--- src/rtl/seg_scroller_param.sv ---
// Marquee scroller for multi-digit 7-segment displays: buffers a message
// written through a valid/ready port and scrolls it one frame per tick.
module seg_scroller_param #(
    parameter int             DIGITS  = 3,
    parameter int             MAX_LEN = 8,
    parameter int             DW      = 4,
    parameter logic [DW-1:0]  BLANK   = '1
) (
    input  logic                           clk,
    input  logic                           rst,
    input  logic                           tick_i,
    input  logic                           wr_valid,
    input  logic [DW-1:0]                  wr_data,
    input  logic                           wr_last,
    output logic                           wr_ready,
    input  logic                           start,
    input  logic                           stop,
    input  logic                           mode_loop,
    input  logic                           dir,
    input  logic                           pause,
    output logic                           busy,
    output logic                           done,
    output logic [$clog2(MAX_LEN+1)-1:0]   len_o,
    output logic [DIGITS*DW-1:0]           disp
);

    localparam int LW = $clog2(MAX_LEN + 1);
    localparam int FW = $clog2(MAX_LEN + DIGITS + 1);
    localparam int IW = (MAX_LEN > 1) ? $clog2(MAX_LEN) : 1;

    typedef enum logic {IDLE, RUN} state_t;

    state_t              state, state_n;
    logic [FW-1:0]       f, f_n, f_last;
    logic [LW-1:0]       len;
    logic [IW-1:0]       wr_ptr;
    logic [DW-1:0]       mem [MAX_LEN];
    logic                done_n;
    logic                disp_upd;
    logic [DIGITS*DW-1:0] disp_n;
    logic                wr_fire;
    logic                wr_commit;
    int                  idx;

    assign wr_ready  = (state == IDLE);
    assign busy      = (state == RUN);
    assign len_o     = len;
    assign wr_fire   = wr_valid && wr_ready;
    assign wr_commit = wr_last || (wr_ptr == IW'(MAX_LEN - 1));

    always_ff @(posedge clk) begin
        if (wr_fire) begin
            mem[wr_ptr] <= wr_data;
        end
    end

    always_ff @(posedge clk or negedge rst) begin
        if (!rst) begin
            wr_ptr <= '0;
            len    <= '0;
        end else if (wr_fire) begin
            if (wr_commit) begin
                len    <= LW'(wr_ptr) + LW'(1);
                wr_ptr <= '0;
            end else begin
                wr_ptr <= wr_ptr + IW'(1);
            end
        end
    end

    always_ff @(posedge clk or negedge rst) begin
        if (!rst) begin
            state <= IDLE;
            f     <= '0;
            done  <= 1'b0;
            disp  <= {DIGITS{BLANK}};
        end else begin
            state <= state_n;
            f     <= f_n;
            done  <= done_n;
            if (disp_upd) begin
                disp <= disp_n;
            end
        end
    end

    always_comb begin
        state_n  = state;
        f_n      = f;
        done_n   = 1'b0;
        f_last   = FW'(len) + FW'(DIGITS);
        disp_upd = 1'b0;
        if (stop) begin
            state_n  = IDLE;
            f_n      = '0;
            disp_upd = 1'b1;
        end else if (start && (state == RUN || len != '0)) begin
            state_n  = RUN;
            f_n      = '0;
            disp_upd = 1'b1;
        end else if (state == RUN && tick_i && !pause) begin
            disp_upd = 1'b1;
            if (f < f_last) begin
                f_n = f + FW'(1);
            end else if (mode_loop) begin
                f_n = '0;
            end else begin
                state_n = IDLE;
                f_n     = '0;
                done_n  = 1'b1;
            end
        end
    end

    // Display is built from the next-state frame so it lands on the same edge as the advance.
    always_comb begin
        disp_n = {DIGITS{BLANK}};
        idx    = 0;
        for (int unsigned k = 0; k < DIGITS; k++) begin
            if (dir) begin
                idx = int'(len) - int'(f_n) + int'(k);
            end else begin
                idx = int'(f_n) - DIGITS + int'(k);
            end
            if (state_n == RUN && idx >= 0 && idx < int'(len)) begin
                disp_n[(DIGITS-k)*DW-1 -: DW] = mem[idx[IW-1:0]];
            end
        end
    end

endmodule

--- config.mk ---
export PLATFORM = sky130hd
export DESIGN_NAME = seg_scroller_param
export DESIGN_NICKNAME = d
export VERILOG_FILES = /design/src/rtl/seg_scroller_param.sv
export SDC_FILE = /design/constraint.sdc
export NUM_CORES = 1
export LEC_CHECK = 0
export BUFFER_PORTS_ARGS = -buffer_cell sky130_fd_sc_hd__buf_2
export CAP_MARGIN = 10
export CORE_ASPECT_RATIO = 1.2
export CORE_MARGIN = 2
export CORE_UTILIZATION = 54
export CTS_BUF_LIST = sky130_fd_sc_hd__clkbuf_8 sky130_fd_sc_hd__clkbuf_16
export DETAILED_ROUTE_END_ITERATION = 10
export PLACE_DENSITY = 0.85
export REMOVE_ABC_BUFFERS = 1
export SLEW_MARGIN = 20
export SYNTH_ARGS = -nofsm -noshare
export SYNTH_HDL_FRONTEND = slang
export SYNTH_SLANG_ARGS = --single-unit
--- constraint.sdc ---
create_clock -name clk -period 5.4 [get_ports clk]
set_clock_uncertainty 0.2 [all_clocks]
set_input_delay 0.27 -clock clk [delete_from_list [all_inputs] [get_ports clk]]
set_output_delay 0.27 -clock clk [all_outputs]
set_load 0.01 [all_outputs]
---- Yosys cells after proc, flatten, opt, wreduce, memory -nomap -nowiden ----
Memories as Yosys holds them, arrays and structs flattened.
Index checks and enable logic that the tools add are counted.
storage, ports and cells
  register bits after elaboration ......... 25
  bits in writable memories ............... 32
  input port bits ......................... 14
  logic and storage cells ................. 67
  memories ................................ 1
memory list
  name  depth  bits a word  rd ports  clocked after Yosys merged registers in  write ports  RTL line  source
  mem   8      4            3         0                                        1            37        logic [DW-1:0] mem [MAX_LEN];
operators by class
  add/sub/neg operators ................... 10
  $lt $le $gt $ge ......................... 7
  equal/unequal tests ..................... 1
  multiplexer cells ....................... 26
  bitwise gates (word level) .............. 1
  reduce and logical (&&, ||, !) cells .... 15
operators by type and width
  kind                   count
  $ge A32 B1 Y1 const B  3
  $lt A32 B5 Y1          3
  $mux W32               3
  $mux W4                7
  $mux W1                15
  $add A5 B2 Y6 const B  2
  $add A5 B3 Y6 const B  2
  $logic_and A1 B1 Y1    10
  $sub A4 B2 Y5 const B  1
  $sub A4 B4 Y5          1
  $add A3 B1 Y4 const B  1
  $add A4 B1 Y4 const B  1
  $add A4 B2 Y4 const B  1
  $lt A4 B4 Y1           1
  $reduce_bool A4 Y1     1
  $add A3 B1 Y3 const B  1
  $eq A3 B3 Y1 const B   1
  $mux W3                1
  $logic_or A1 B1 Y1     2
  $reduce_and A2 Y1      1
  $logic_not A1 Y1       1
  $not A1 Y1             1

---- Logic depth before layout (Yosys ltp) ----
  word-level depth ........................ 13
  depth in mapped cells ................... 24

---- Worst setup path after synthesis ----
No wires, ideal clock.
  path type ............................... reg2reg
  start point ............................. reg len[0] (netlist: len_o[0])
  end point ............................... reg disp[4]
  data arrival time ....................... 4.895 ns
  slack ................................... 0.225 ns
  cell stages (with the launch flop) ...... 22
  clock period less this slack ............ 5.175 ns
  cells stage by stage .................... dfrtp_1 inv_1 ha_1 xor2_1 ha_1 o211ai_2 o211ai_4 o21ai_2 and2_2 ha_1 fa_1 a21oi_1 ha_1 xnor2_2 inv_1 ha_1 a2111o_1 a21oi_1 o21a_1 nor4b_1 a2bb2oi_2 o22a_1
on the way
  cells in the longest elaborated chain, start to end .. 13
ends and longest elaborated chain
  what                                            RTL line  source
  start: declaration                              35        logic [LW-1:0] len;
  start signal: assignment                        63        len <= LW'(wr_ptr) + LW'(1);
  $add A4 B2 Y4                                   91        f_last = FW'(len) + FW'(DIGITS);
  $lt A4 B4 Y1                                    103       if (f < f_last) begin
  $mux W4                                         103
  $mux W4                                         101       end else if (state == RUN && tick_i && !pause) begin
  $mux W4 (*)                                     97        end else if (start && (state == RUN || len != '0)) begin
  $mux W4 (*)                                     93        if (stop) begin
  net f_n[0]                                      34        logic [FW-1:0] f, f_n, f_last;
  $sub A4 B2 Y5 or $sub A4 B4 Y5 (tied branches)  123, 121
  $add A5 B2 Y6, on equally long branches         123, 121
  $mux W32 (*)                                    120       if (dir) begin
  $ge A32 B1 Y1                                   125       if (state_n == RUN && idx >= 0 && idx < int'(len)) begin
  $logic_and A1 B1 Y1 (2 in a row)                125
  $mux W4 (*)                                     125
  end signal: assignment                          76        disp <= {DIGITS{BLANK}};
  end signal: assignment                          82        disp <= disp_n;
  end: declaration                                24        output logic [DIGITS*DW-1:0] disp
The timed path passes the listed nets; every way through them passes the cells marked *.
A chain may end at the register's enable or synchronous reset.

---- Final worst setup path ----
Ends and elaborated chain as after synthesis.

==> metrics.txt <==
status=finished, final reports clean; routability cong.=0.9224; Final Hold Fails=0; H-tree depth=3; crit path max fanout=6; ys async rst share=43.86%; Syn Std Cell Area=3696 sq um; Leakage=1.812 nW; Netlist cell types=68; worst r2r src=len_o[0]$_DFFE_PN0P_; synthesized area per cell=12.28 sq um; Clk Latency, worst-skew pair=0.35 ns; Area growth, synth to finish=16.22%; Post-CTS Repair Setup Buffers=0; total of max-cap violations=0; Antenna Cells=0; Root Buffer=clkbuf_8; Synth area leaders=edfxtp_1 26%, dfrtp_1 8.8%, dfstp_2 8.5%; routed vias/inst=6.123; Setup TNS=0 ns; DR vias=2731; Area after DPL=3951 sq um; FP Rows=33; ys flop type=edfxtp_1; # DRC=0; EDFF count, synth=32; Synth Instances=301; Max Freq=194.8 MHz; clk slew on worst S/H paths=0.08 ns; worst hold path type=input port to register; Worst EP arrival=5.23 ns; Seq cells post-synth=57; synth warn=0; worst reg2reg setup slack=0.27 ns; slew at the pin closest to its max-slew limit=0.8889 ns; Setup crit end=disp[4]$_DFFE_PN1P_; Final Core Density=63.82%; post-DP HPWL=6241 um; Crit Path Class=register to register; Peak VDD IR=0.2522 mV; Nets=393; first-pass GRT wire length=13740 um; total power=0.001827 W; drt wl/cell=18.97 um; Port Buffer Count=32; initial drt markers=238; Final Critical Period=5.133 ns; crit start category=register; # clock sinks=57; CTS tree=built; Max Root-Sink Buffers=2; total die area=7525 sq um; CTS buffer count=9; die width=79.53 um; Final Cycle Share=95.05%; fin area=4295 sq um; met2 global-route usage=41.74%; TritonRoute pass-1 iters=4; core area=6730 sq um; die height=94.63 um; routing usage on met3=4.780%; Yosys top cell area share=26.00%; Antenna Nets Post-Route=0; Most Crowded Layer GR=met2; Initial Utilization=54.92%; share of layout cells above drive strength 1=31.75%; sequential cell area fraction in the yosys report=43.33%; vias in the first global route=2775; CP startpoint=len_o[0]$_DFFE_PN0P_; Yosys top cell by area=edfxtp_1; Crit. End Element=register; worst reg2reg path depth=23; Worst slew margin=40.20%; Top-Level Pins=33; All-Layer GR Usage=24.27%; initial antenna violation count=0; GR Util met1=28.39%; Final Max Tran Viols=0; largest net degree at the start of global routing=27; Final setup viols=0; Worst EP required=5.50 ns; Congestion Overflow GR=0; final WL=8459 um; worst reg2reg endpoint=disp[4]$_DFFE_PN1P_; Pwr per Cell Area=425.3 nW/um^2
==> worst max-delay path: stages, from the launching register on <==
cell	delay [ns]
dfrtp_1	0.42
buf_4	0.16
o21ai_0	0.21
xnor2_1	0.12
ha_1	0.34
o211ai_2	0.14
o211ai_4	0.26
o21ai_2	0.11
and2_2	0.23
ha_1	0.21
fa_1	0.39
nor2b_1	0.14
o21ai_1	0.21
o311ai_4	0.17
nor2_8	0.14
ha_2	0.22
nand2_1	0.09
xnor2_1	0.16
ha_1	0.30
o21ai_0	0.08
o21a_1	0.20
nor4b_2	0.16
a2bb2oi_2	0.23
o22a_1	0.18
==> metrics by stage <==
| stage | cells | setup WS (ns) | hold WS (ns) |
|---|---|---|---|
| 3_5_place_dp | 422 | 0.1574 | 0.1129 |
| 3_3_place_gp | 422 | 0.2734 | 0.1009 |
| 6_report | 446 | 0.2671 | 0.07796 |
| 2_1_floorplan | 294 | -0.08447 | -0.2256 |
| 5_1_grt | 446 | -0.01272 | 0.07863 |
| 4_1_cts | 445 | 0.1107 | 0.05735 |
==> how the worst min path moves through the flow <==
| stage | from | end | slack, ns | depth (start not counted) |
|---|---|---|---|---|
| after floorplan | rst | busy$_DFF_PN0_ | -0.23 | 0 |
| after global placement | rst | f[3]$_DFF_PN0_ | 0.10 | 1 |
| after detailed placement | rst | len_o[1]$_DFFE_PN0P_ | 0.11 | 1 |
| after CTS | stop | busy$_DFF_PN0_ | 0.06 | 3 |
| after global routing | stop | busy$_DFF_PN0_ | 0.08 | 3 |
| final | stop | busy$_DFF_PN0_ | 0.08 | 3 |
==> where the power goes <==
group | switching, W | internal [W]
Combinational | 0.000410 | 0.000354
Sequential | 0.0000427 | 0.000510
Clock | 0.000198 | 0.000312
Total | 0.000650 | 0.00118
==> synthesized netlist by cell type, types with 6 or more instances <==
master / n
ha_1: 24
nand2_1: 21
dfstp_2: 12
edfxtp_1: 32
a31oi_1: 9
nor2_1: 24
a21oi_1: 6
dfrtp_1: 13
inv_1: 14
mux2i_1: 27
nor3_1: 8
o21ai_0: 10
mux4_2: 8
==> repair_timing <==
action                                 4_1_cts  5_1_grt
resized for setup                            0        6
setup endpoints to repair                    0        8
hold buffers                                 7        0
endpoints found under the hold margin       47        0
==> cells by family after synthesis <==
group | synth area share [%]
AND/OR/NAND/NOR | 13.85
AO/OA/AOI/OAI | 12.49
buffers and inverters | 3.723
multiplexers | 16.55
adder cells (fa/ha/maj) | 8.666
XOR/XNOR | 1.388
flip-flops | 43.33
==> flip-flops by register name (all words and copies together) (netlist names) <==
name,count
wr_ptr,3
len_o,4
disp,12
mem,32
f,4
done,1
busy,1
==> routing by layer <==
metal | vias to the layer above | share of wire [%]
met5 | - | 0
met4 | 0 | 3.7
met3 | 37 | 5.2
met2 | 103 | 51
met1 | 1322 | 40
li1 | 1269 | -
==> final cells by class <==
| class | instances | area (sq um) |
|---|---|---|
| clock buffer | 9 | 123.9 |
| clock inverter | 7 | 127.6 |
| fill | 500 | 2435 |
| inverter | 15 | 56.30 |
| multi-input combinational | 222 | 1972 |
| sequential | 57 | 1602 |
| tap | 87 | 108.9 |
| timing repair buffer | 49 | 305.3 |
==> placed cells by master, fill, tap and decap left out, types with 4 or more instances in the layout <==
master,Yosys,routed
dlygate4sd3_1,1,7
mux2_2,5,5
o22a_1,4,4
nand2_1,21,21
o21ai_0,10,9
clkbuf_8,1,9
ha_1,24,22
mux4_2,8,8
edfxtp_1,32,32
inv_1,14,13
dfstp_2,12,12
mux2i_1,27,27
buf_2,0,32
nand3_1,5,5
o21a_1,5,5
nor3_1,8,8
a21oi_1,6,5
mux4_1,4,4
nor2_1,24,24
dfrtp_1,13,13
a31oi_1,9,9
buf_4,0,9
Note: power is estimated with default switching activity, not from simulation.
